--- config.mk ---
export PLATFORM = sky130hd
export DESIGN_NAME = ex_stage
export DESIGN_NICKNAME = d
export VERILOG_FILES = /design/src/rtl/ex_stage.sv
export SDC_FILE = /design/constraint.sdc
export NUM_CORES = 1
export LEC_CHECK = 0
export BUFFER_PORTS_ARGS = -buffer_cell sky130_fd_sc_hd__buf_2
export CORE_ASPECT_RATIO = 0.9
export CORE_UTILIZATION = 60
export CTS_CLUSTER_SIZE = 20
export DETAILED_ROUTE_END_ITERATION = 10
export GPL_TIMING_DRIVEN = 1
export PLACE_DENSITY = 0.84
export SYNTH_ARGS = -nofsm -noshare
export SYNTH_HDL_FRONTEND = slang
export SYNTH_SLANG_ARGS = --single-unit
export TNS_END_PERCENT = 1
--- constraint.sdc ---
create_clock -name clk -period 18.58 [get_ports clk]
set_input_delay 0.929 -clock clk [delete_from_list [all_inputs] [get_ports clk]]
set_output_delay 0.929 -clock clk [all_outputs]
set_load 0.02 [all_outputs]
--- src/rtl/ex_stage.sv ---
// ex_stage: execute pipeline stage with one-hot ALU and data SRAM request; EX_FORWARD_EN widens EX_wr_bus with bypass data
module ex_stage (
  input  logic         clk,
  input  logic         reset,
  input  logic         IDreg_valid,
  input  logic         ID_ready_go,
  input  logic [151:0] IDreg_bus,
  input  logic         MEM_allow_in,
  output logic         EX_allow_in,
  output logic         EXreg_valid,
  output logic [70:0]  EXreg_bus,
  output logic         data_sram_en,
  output logic [3:0]   data_sram_we,
  output logic [31:0]  data_sram_addr,
  output logic [31:0]  data_sram_wdata,
`ifdef EX_FORWARD_EN
  output logic [37:0]  EX_wr_bus
`else
  output logic [5:0]   EX_wr_bus
`endif
);
  logic         ex_valid;
  logic [151:0] ex_bus;
  logic [11:0]  alu_op;
  logic [31:0]  src1, src2, rkd_value, pc, alu_result, sra_result;
  logic         mem_en, rf_we, res_from_mem, accept, mem_go;
  logic [3:0]   mem_we;
  logic [4:0]   rf_waddr;
  assign {alu_op, src1, src2, rkd_value, mem_en, mem_we, rf_we, res_from_mem, rf_waddr, pc} = ex_bus;
  assign EX_allow_in = ~ex_valid | MEM_allow_in;
  assign accept      = IDreg_valid & ID_ready_go & EX_allow_in;
  assign mem_go      = ex_valid & MEM_allow_in;
  // occupancy: refill (or bubble) whenever the slot is free or draining
  always_ff @(posedge clk)
    if (reset) ex_valid <= 1'b0;
    else if (EX_allow_in) ex_valid <= IDreg_valid & ID_ready_go;
  // payload register only moves on an actual handoff so stalls keep outputs stable
  always_ff @(posedge clk)
    if (accept) ex_bus <= IDreg_bus;
  assign sra_result = $unsigned($signed(src1) >>> src2[4:0]);
  // one-hot select; an all-zero opcode naturally yields zero
  always_comb
    alu_result = ({32{alu_op[0]}}  & (src1 + src2))
               | ({32{alu_op[1]}}  & (src1 - src2))
               | ({32{alu_op[2]}}  & {31'b0, $signed(src1) < $signed(src2)})
               | ({32{alu_op[3]}}  & {31'b0, src1 < src2})
               | ({32{alu_op[4]}}  & (src1 & src2))
               | ({32{alu_op[5]}}  & ~(src1 | src2))
               | ({32{alu_op[6]}}  & (src1 | src2))
               | ({32{alu_op[7]}}  & (src1 ^ src2))
               | ({32{alu_op[8]}}  & (src1 << src2[4:0]))
               | ({32{alu_op[9]}}  & (src1 >> src2[4:0]))
               | ({32{alu_op[10]}} & sra_result)
               | ({32{alu_op[11]}} & src2);
  assign EXreg_valid     = ex_valid;
  assign EXreg_bus       = {res_from_mem, rf_we, rf_waddr, alu_result, pc};
  assign data_sram_en    = mem_en & mem_go;
  assign data_sram_we    = mem_we & {4{mem_go}};
  assign data_sram_addr  = alu_result;
  assign data_sram_wdata = rkd_value;
`ifdef EX_FORWARD_EN
  assign EX_wr_bus = {ex_valid & rf_we & ~res_from_mem, rf_waddr, alu_result};
`else
  assign EX_wr_bus = {ex_valid & rf_we, rf_waddr};
`endif
endmodule

### After elaboration in Yosys (flattened, before gate mapping)

Index checks and enable logic that the tools add are counted.

* $add $sub $neg: 2
* multiply operators: 0
* divide/modulo/power cells: 0
* magnitude comparators: 2
* equality and inequality tests: 0
* shifts and indexed selects: 3
* muxes and demuxes: 0
* bitwise logic cells: 35
* reduce and logical (&&, ||, !) cells: 0

Operators with widths (count)
* OR 32 bit: 12
* bitwise AND 32 bit: 11
* bitwise AND 32 x 1 -> 32 bit: 2
* less-than comparator 32 bit: 2
* adder 32 bit: 1
* NOT 32 bit: 1
* << shifter 32 x 5 -> 32 bit: 1
* right shift 32 x 5 -> 32 bit: 1
* >>> shifter 32 x 5 -> 32 bit: 1
* subtractor 32 bit: 1
* XOR 32 bit: 1
* bitwise AND 1 bit: 5
* bitwise AND 4 bit: 1
* NOT 1 bit: 1
* OR 1 bit: 1

* flip-flop bits (word level): 153
* bits in latches: 0
* RAM bits: 0
* ROM bits: 0
* bits of input ports: 157
* output and inout port bits: 148
* logic and storage cells: 44
* memories: 0

### Depth between registers and ports, before layout

* word-level depth: 13
* gate-level depth with buffers: 17
* depth with buffers taken out: 13

### Worst setup path after synthesis

No wires, ideal clock.

* path kind: input port to flip-flop
* start point: in MEM_allow_in
* end point: reg ex_bus[0], enable pin
* library setup time: 0.683 ns
* arrival: 7.907 ns
* required time: 17.897 ns
* slack: 9.990 ns
* stages: 2
* path buffers: 0
* path through: nand2b_1 -> nor2b_1

* cells in the longest elaborated chain, start to end: 2

Ends and longest elaborated chain
* start, declared: line 8 `input logic MEM_allow_in,`
* OR 1 bit: line 30 `assign EX_allow_in = ~ex_valid | MEM_allow_in;`
* bitwise AND 1 bit: line 31 `assign accept = IDreg_valid & ID_ready_go & EX_allow_in;`
* net accept: line 26 `logic mem_en, rf_we, res_from_mem, accept, mem_go;`
* end signal, assigned: line 39 `if (accept) ex_bus <= IDreg_bus;`
* end, declared: line 23 `logic [151:0] ex_bus;`

The timed path passes the listed nets, and every way through them passes these cells.
A chain may end at the register's enable or synchronous reset.

### Worst setup path after layout

* start point: reg ex_bus[79]
* end point: out EXreg_bus[57]

* cells in the longest elaborated chain, start to end: 13
* elaborated cells between the ends (all ways): 21
* classes of those cells: add/sub (2); shift (3); bitwise (16)

Ends and longest elaborated chain
* adder 32 bit / subtractor 32 bit (equally long branches): line 43, 44
* bitwise AND 32 bit, on equally long branches: line 43, 44
* OR 32 bit: line 44 `| ({32{alu_op[1]}} & (src1 - src2))`
* OR 32 bit: line 45 `| ({32{alu_op[2]}} & {31'b0, $signed(src1) < $signed(src2)})`
* OR 32 bit: line 46 `| ({32{alu_op[3]}} & {31'b0, src1 < src2})`
* OR 32 bit: line 47 `| ({32{alu_op[4]}} & (src1 & src2))`
* OR 32 bit: line 48 `| ({32{alu_op[5]}} & ~(src1 | src2))`
* OR 32 bit: line 49 `| ({32{alu_op[6]}} & (src1 | src2))`
* OR 32 bit: line 50 `| ({32{alu_op[7]}} & (src1 ^ src2))`
* OR 32 bit: line 51 `| ({32{alu_op[8]}} & (src1 << src2[4:0]))`
* OR 32 bit: line 52 `| ({32{alu_op[9]}} & (src1 >> src2[4:0]))`
* OR 32 bit (*): line 53 `| ({32{alu_op[10]}} & sra_result)`
* OR 32 bit (*): line 54 `| ({32{alu_op[11]}} & src2);`
* end, declared: line 11 `output logic [70:0] EXreg_bus,`

Every way passes the cells marked *; elsewhere a longest branch is shown, timed or not.

==> impl_metrics.ini <==
[global_routing]
grt_pass1_wl_um = 79310
track_usage_pct = 44.22
first_global_vias = 12780
grt_start_max_net_pins = 78
grt-ovfl-total = 0
grt_antenna_before_repair = 3

[clocking]
cts_buffer_depth = 2
insertion_delay_ps = 450
cts_tree = built
cts.sinks = 153
postCtsHoldBufs = 0
clkTransAtPathRegs_ps = 80
htree_levels = 4
cts_setup_buffers = 0
cts_root_buffer = clkbuf_16
ctsResizeCount = 0
cts_buffers = 17

[drt]
first_pass_iters = 8
num_vias = 13930
wl_um = 54110
initialDrtViolationCount = 2545
routedWlPerCell_um = 27.31
drc = 0
via_per_inst = 7.031
ant_nets = 0

[floorplan]
start_util_pct = 61.09
die-area_mm2 = 0.02432
die_x_um = 164.3
rows = 53
core-area_mm2 = 0.02328
io_pins = 305
die_h_um = 148.0

[yosys]
synth_edf_count = 152
synth-seq-cells = 153
async_reset_ff_share_pct = 0
synthTopCellsByArea = edfxtp_1 32%, ha_1 8.5%, mux2i_1 6.0%
yosysUniqueCellTypes = 72
syn_area_mm2 = 0.01422
synthXorXnorAreaFrac_pct = 1.663
yosysTopAreaCell = edfxtp_1
netlist_top_cells_count = 152 x edfxtp_1, 118 x nor2_1, 114 x nand2_1
synth_fa_ha_area_share_pct = 8.817
yosysSeqAreaShare_pct = 32.24
postSynthCellCount = 1533
synth_top_family_by_area = compound AO/OA/AOI/OAI gates
ys_warn_count = 0
synth.area.mux_share_pct = 12.64
syn_nets = 1789
synth_most_common_cell = edfxtp_1
yosys.area_share.simple_pct = 11.78
synthFlopType = edfxtp_1
avgSynthCellArea_um2 = 9.275
synth_top_area_share_pct = 32.10
synth_compound_area_share_pct = 21.59

[sta]
tns_ps = 0
clock.fmax_mhz = 154.3
fin_crit_sh_pct = 34.88
period_needed_ps = 6481
rsz0062_at_grt = no
hold_viol_final = 0
relSlewSlack_pct = 36.42
fin_skew_ps = 9.880
setup_viol_count_final = 0
worstMarginPinSlew_ps = 953.8
slew_violations = 0

[critical_path]
startpoint_type = flop
crit_type = flop to primary output
timing.critical_path.max_delay_family = compound AO/OA/AOI/OAI gates
max_stage_delay_ps = 680
slowest_stage = a211oi_1
worstPathCellList = buf_4, inv_2, ha_1, nor2b_1, o21ai_0, nand3b_1, a211oi_1, a311oi_1, nand2b_1, o311ai_0, nand2_1, o22ai_1, buf_2
cp-end-kind = primary output
path_buf_inv = 3
cp_max_fo = 77
critPathRequiredTime_ps = 17650
arrival_ps = 5550

[final_layout]
fin_nets = 1919
post_route_cells_drive_above_1_share_pct = 24.76
area_delta_synth_final_pct = 10.13
num-fill-cells = 1870
fin_area_mm2 = 0.01566

[flow_run]
cap_violations = 0

[place]
hpwl_um = 39540
port_buffers = 304
gp_congestion = 1.071
postPlaceCellArea_mm2 = 0.01504

[power]
total_power_uw = 1086
netSwitchingFraction_pct = 37.06
ir_drop_v = 0.00007170
combPwrFrac_pct = 26.8
power.internal_uw = 683.3
pwr-share-seq_pct = 38.0
clkPwrFrac_pct = 35.2
p_leak_uw = 0.006464
power.switching_uw = 402.3
pwr_density_cell_mw_per_mm2 = 69.33

[worst_hold_path]
hp-class = input pin to flop

[run_status]
outcome = completed
==> cells by family (layout without fill, tap and decap cells) <==
family                     Yosys count  count (layout)
adders and majority gates           99              99
muxes                              133             133
xor gates and xnor gates            27              27
DFF                                153             153
AOI/OAI and AO/OA                  439             439
buffers and inverters              313             456
and+or+nand+nor                    369             369
other                                0               3
==> layout by cell type, fill, tap and decap left out, drive strengths merged, types with 7 or more instances in the layout <==
cell	count
a22oi	9
buf	321
a211oi	23
nor3	26
mux4	36
nor2	118
o221ai	12
o21ai	86
a221oi	24
o21bai	11
nor2b	16
a211o	11
o2111ai	10
nand3	33
a21oi	98
edfxtp	152
nand4	14
xnor2	26
and2	8
mux2	12
nand2b	15
a31oi	16
clkbuf	17
a21o	12
a222oi	27
nand2	114
o211ai	28
clkinv	11
o22ai	7
a221o	7
ha	97
mux2i	85
and3	7
inv	107
o31ai	12
==> worst paths after layout <==
kind                             from                  endpoint  slack, ps  cells past startpoint
max              ex_bus[79]$_DFFE_PP_             EXreg_bus[57]      12100                     13
min reg2reg  EXreg_valid$_SDFFE_PP0P_  EXreg_valid$_SDFFE_PP0P_        680                      2
max reg2reg  EXreg_valid$_SDFFE_PP0P_     ex_bus[137]$_DFFE_PP_      15410                      4
min                             reset  EXreg_valid$_SDFFE_PP0P_        650                      2
==> routing by layer <==
metal	up-vias	track usage, %	wire [µm]
met5	-	0	13
met1	6610	59.41	20100
met2	1213	66.29	23900
met4	2	16.53	2394
met3	190	14.23	7699
li1	5914	-	-
==> layout make-up <==
cell class	count	area, µm²	area share [%]
repair buffers	321	1649	10.53
multi-input cells	1067	8039	51.34
inverters	103	386.6	2.469
flip-flops and latches	153	4584	29.28
diodes	3	7.507	0.04794
clock buffers	17	425.4	2.717
well taps	302	377.9	2.413
clock inverters	15	188.9	1.207
==> through the flow <==
stage               hold slack, ps  std cells  utilization, %  worst slack (ps)
floorplan                    769.4       1533               -              9990
global placement             577.1       1946           64.60             12890
detailed placement           621.3       1946           64.60             12820
CTS                          639.4       1978           67.24             12330
global route                 645.7       1980           67.26             11950
finish                       645.4       1981           67.27             12100
==> power groups by stage <==
stage	clock, µW	combinational (µW)	sequential [µW]
2_1_floorplan	0	198	418
3_3_place_gp	0	273	418
3_5_place_dp	0	276	419
4_1_cts	380	279	412
5_1_grt	392	304	414
6_report	383	290	413
==> sequential cells by signal, indices dropped and copies added (netlist names) <==
| signal | cells |
|---|---|
| EXreg_valid | 1 |
| ex_bus | 152 |
Power figures use the tool's default switching activity.
